===== config.mk =====
export PLATFORM = sky130hd
export DESIGN_NAME = el2_lsu_trigger_ctl
export DESIGN_NICKNAME = d
export VERILOG_FILES = /design/src/rtl/el2_lsu_trigger_ctl.sv
export SDC_FILE = /design/constraint.sdc
export NUM_CORES = 1
export LEC_CHECK = 0
export ABC_CLOCK_PERIOD_IN_PS = 2000
export CORE_UTILIZATION = 41
export CTS_BUF_LIST = sky130_fd_sc_hd__clkbuf_8
export CTS_CLUSTER_DIAMETER = 200
export DETAILED_ROUTE_END_ITERATION = 7
export PLACE_DENSITY = 0.86
export SYNTH_ARGS = -nofsm -noshare
export SYNTH_HDL_FRONTEND = slang
export SYNTH_SLANG_ARGS = --single-unit

===== constraint.sdc =====
create_clock -name clk -period 2 [get_ports clk]
set_clock_uncertainty 0.2 [all_clocks]
set_input_delay 0.3 -clock clk [delete_from_list [all_inputs] [get_ports clk]]
set_output_delay 0.3 -clock clk [all_outputs]
set_load 0.1 [all_outputs]

===== src/rtl/el2_lsu_trigger_ctl.sv =====
// LSU trigger controller: qualifies and chains per-trigger M-stage matches,
// raises one action request to decode, and tracks sticky hit/drop status.
module el2_lsu_trigger_ctl #(
   parameter int NTRIG = 4
) (
   input  logic             clk,
   input  logic             rst,
   input  logic [NTRIG-1:0] lsu_trigger_match_m,
   input  logic             lsu_flush_m,
   input  logic [NTRIG-1:0] trig_enable,
   input  logic [NTRIG-1:0] trig_chain,
   input  logic [NTRIG-1:0] trig_action,
   input  logic             dbg_mode,
   input  logic             trig_ack,
   input  logic [NTRIG-1:0] hit_clr,
   output logic             trig_req,
   output logic             trig_req_halt,
   output logic [NTRIG-1:0] trig_req_mask,
   output logic [NTRIG-1:0] trig_hit,
   output logic             trig_drop
);

   // state    | meaning
   // IDLE     | no request outstanding, matches are captured
   // REQ      | request presented to decode, waiting for trig_ack
   // WAIT_DBG | halt accepted, waiting for dbg_mode to rise then fall
   typedef enum logic [1:0] {
      IDLE     = 2'd0,
      REQ      = 2'd1,
      WAIT_DBG = 2'd2
   } state_t;

   state_t state;
   state_t state_nxt;

   logic [NTRIG-1:0]   qual;
   logic [NTRIG-1:0]   eff;
   logic [NTRIG/2-1:0] chain_odd;
   logic               unused_chain_odd;
   logic               any_eff;
   logic               capture;
   logic               ack_take;
   logic               busy_match;
   logic               dbg_seen;

   assign qual = lsu_trigger_match_m & trig_enable & {NTRIG{~lsu_flush_m & ~dbg_mode}};

   // A chained pair fires only when both halves match in the same cycle.
   for (genvar k = 0; k < NTRIG/2; k++) begin : g_pair
      logic both;
      assign both         = qual[2*k] & qual[2*k+1];
      assign eff[2*k]     = trig_chain[2*k] ? both : qual[2*k];
      assign eff[2*k+1]   = trig_chain[2*k] ? both : qual[2*k+1];
      assign chain_odd[k] = trig_chain[2*k+1];
   end

   assign unused_chain_odd = ^chain_odd;

   assign any_eff    = |eff;
   assign busy_match = any_eff & (state != IDLE);
   assign ack_take   = (state == REQ) & trig_ack;

   always_comb begin
      state_nxt = state;
      capture   = 1'b0;
      case (state)
         IDLE: begin
            if (any_eff) begin
               state_nxt = REQ;
               capture   = 1'b1;
            end
         end
         REQ: begin
            if (trig_ack) begin
               state_nxt = trig_req_halt ? WAIT_DBG : IDLE;
            end
         end
         WAIT_DBG: begin
            if (dbg_seen & ~dbg_mode) begin
               state_nxt = IDLE;
            end
         end
         default: state_nxt = IDLE;
      endcase
   end

   always_ff @(posedge clk or posedge rst) begin
      if (rst) begin
         state         <= IDLE;
         trig_req_mask <= '0;
         trig_req_halt <= 1'b0;
         trig_hit      <= '0;
         trig_drop     <= 1'b0;
         dbg_seen      <= 1'b0;
      end else begin
         state <= state_nxt;

         if (capture) begin
            trig_req_mask <= eff;
            trig_req_halt <= |(eff & trig_action);
         end else if (state_nxt == IDLE) begin
            trig_req_mask <= '0;
            trig_req_halt <= 1'b0;
         end

         // Set wins over a coincident CSR clear.
         trig_hit <= (trig_hit & ~hit_clr) | (ack_take ? trig_req_mask : '0);

         if (busy_match) begin
            trig_drop <= 1'b1;
         end

         // dbg_mode already high on the first WAIT_DBG cycle counts as the rise.
         if (state != WAIT_DBG) begin
            dbg_seen <= 1'b0;
         end else if (dbg_mode) begin
            dbg_seen <= 1'b1;
         end
      end
   end

   assign trig_req = (state == REQ);

endmodule


==> run summary <==
Status -> completed
CTS Buf Count -> 3
N_diodes -> 0
Synth-to-layout area growth -> 74.0%
Number of distinct library cells after synthesis -> 21
Syn Area/Cell -> 9.40 µm²
RR Endpoint -> trig_req_mask[2]
Fin crit share -> 80.0%
Final setup fails -> 0
Buffer count from post-CTS setup fixing -> 0
Max-slew violation count -> 0
Setup WS post-layout -> 0.400 ns
Congestion Overflow GR -> 0
CTS Buffer Depth -> 2
Residual DRC -> 0
Yosys warns -> 0
Total wire length -> 1500 µm
Core area -> 1350 µm²
CP Capture Type -> output port
Total track usage -> 22.0%
Lkg Pwr -> 0.000499 µW
Dpl hpwl -> 1240 µm
Gate Count Post-Synth -> 66
Drt pass-1 iters -> 4
Sink Count -> 13
PwrDens -> 795 nW/µm²
Routability cong. -> 0.752
Vias -> 631
Die area -> 1670 µm²
CTS tree -> built
Synth Cell Area -> 621 µm²
Reg-to-reg startpoint -> trig_req_halt
CP Launch Type -> flip-flop
WL/cell -> 12.7 µm
Rel. slew slack -> 68.3%
I/O Buffers -> 33
Die extent in y -> 40.9 µm
First-pass GRT wire length -> 2170 µm
Initial DRC count -> 15
DR vias/cell -> 5.35
Final Critical Period -> 1.60 ns
CP max FO -> 5
Post-synthesis sequential area ratio -> 52.4%
Critical path origin -> state[1]
Fillers -> 92
Final count of hold timing violations -> 0
R2r setup slk -> 0.64 ns
Starting Density -> 46.0%
Vias in the first global route -> 553
DP Worst Slack -> 0.181 ns
FP Rows -> 13
Clk Latency, worst-skew pair -> 0.24 ns
CTS Hold Bufs -> 0
Arr. time, crit path -> 1.10 ns
Final nets -> 129
Clk slew on worst S/H paths -> 0.05 ns
Setup CP Type -> flip-flop to output port
CTS-repair resized insts -> 0
Worst r2r path cells -> 3
Syn nets -> 91
Root buffer cell -> clkbuf_8
Unrepaired setup endpoints after global routing -> false
Initial antenna violation count -> 0
Peak supply drop -> 0.536 mV
Req. time, crit path -> 1.50 ns
Largest net degree at the start of global routing -> 14
Total Negative Setup Slacks -> 0 ns
Least-Margin Pin Slew -> 0.475 ns
Die X -> 40.9 µm
Max Clk Rate -> 625 MHz
H-tree depth -> 1
I/O pin cnt -> 36
Worst Hold Class -> input port to asynchronous set/reset pin
Post-synthesis register bit count -> 13
Final ANT Viol Nets -> 0
Max cap viols -> 0
Share of layout cells above drive strength 1 -> 18.4%
==> how the worst max path moves through the flow <==
| stage | end | slack, ns | cells past startpoint |
|---|---|---|---|
| floorplan | trig_req_mask[0] | 0.24 | 3 |
| global placement | trig_req_halt | 0.24 | 5 |
| detailed placement | trig_req_halt | 0.18 | 5 |
| CTS | trig_req | 0.40 | 2 |
| global route | trig_req_halt | 0.34 | 5 |
| finish | trig_req | 0.40 | 2 |
==> cell families after synthesis <==
group,share of synthesized area (%)
buffers and inverters,4.23
and+or+nand+nor,17.9
DFF,52.4
AOI/OAI and AO/OA,25.4
==> where the power goes <==
| part | total (µW) | internal, µW | switching (µW) | leakage [µW] |
|---|---|---|---|---|
| sequential | 310 | 284 | 25.7 | 0.000176 |
| clock | 226 | 135 | 90.5 | 0.0000269 |
| combinational | 322 | 134 | 188 | 0.000296 |
==> per-layer routing <==
metal / vias up / global-route usage [%] / routed length, µm
li1: 309 / - / -
met1: 285 / 22.1 / 574
met2: 32 / 37.1 / 747
met3: 5 / 4.89 / 118
met4: 0 / 20.0 / 59
met5: - / 0 / 0
==> cell type report <==
class,count,area [µm²],area share [%]
multi-input cells,46,274,25.4
clock buffers,3,41.3,3.82
clock inverters,1,3.75,0.348
repair buffers,33,390,36.2
flip-flops and latches,13,325,30.1
inverters,7,26.3,2.43
well taps,15,18.8,1.74
==> layout by cell type, fill, tap and decap left out, drive strengths merged <==
cell type and n:
nand3 2, clkbuf 3, a21oi 3, a22o 2, buf 11, nor3 3
and2 1, inv 8, nor4 1, nand2b 2, dfrtp 13, nor2b 1
o21bai 1, a21o 4, a221oi 1, a21boi 2, nor2 4, o22ai 3
nand2 9, o21ai 7, clkdlybuf4s50 22
==> stage by stage <==
stage / cell area (µm²) / hold WS [ns] / total power (µW) / utilization [%] / std cells
final: 1080 / 0.176 / 858 / 80.0 / 118
after global routing: 1080 / 0.238 / 889 / 80.0 / 118
after floorplan: 626 / -0.0230 / 494 / - / 66
after detailed placement: 1030 / 0.332 / 638 / 76.6 / 114
after global placement: 1030 / 0.301 / 633 / 76.6 / 114
after CTS: 1080 / 0.208 / 867 / 80.0 / 118
==> cells in the mapped netlist <==
library cell  count  area, µm²
dfrtp_1          13        325
nand2_1           9       33.8
inv_1             7       26.3
o21ai_0           6       30.0
a21o_1            4       30.0
nor2_1            4       15.0
nor3_1            3       15.0
o22ai_1           3       18.8
a21boi_0          2       15.0
a21oi_1           2       10.0
a22o_1            2       17.5
nand3_1           2       10.0
a21oi_2           1       8.76
a221oi_2          1       15.0
and2_2            1       7.51
nand2b_1          1       6.26
nand2b_2          1       8.76
nor2b_2           1       8.76
nor4_1            1       6.26
o21ai_1           1       5.00
o21bai_1          1       7.51
==> registers in the layout, indices dropped and copies added, names as in the netlist <==
| name | cells |
|---|---|
| trig_hit | 4 |
| dbg_seen | 1 |
| trig_req_mask | 4 |
| trig_req_halt | 1 |
| state | 2 |
| trig_drop | 1 |
==> critical path: stages, from the launching register on <==
cell	delay, ns
dfrtp_1	0.45
nor2b_4	0.21
buf_12	0.19
No activity file was read; power rests on OpenSTA's default activity.
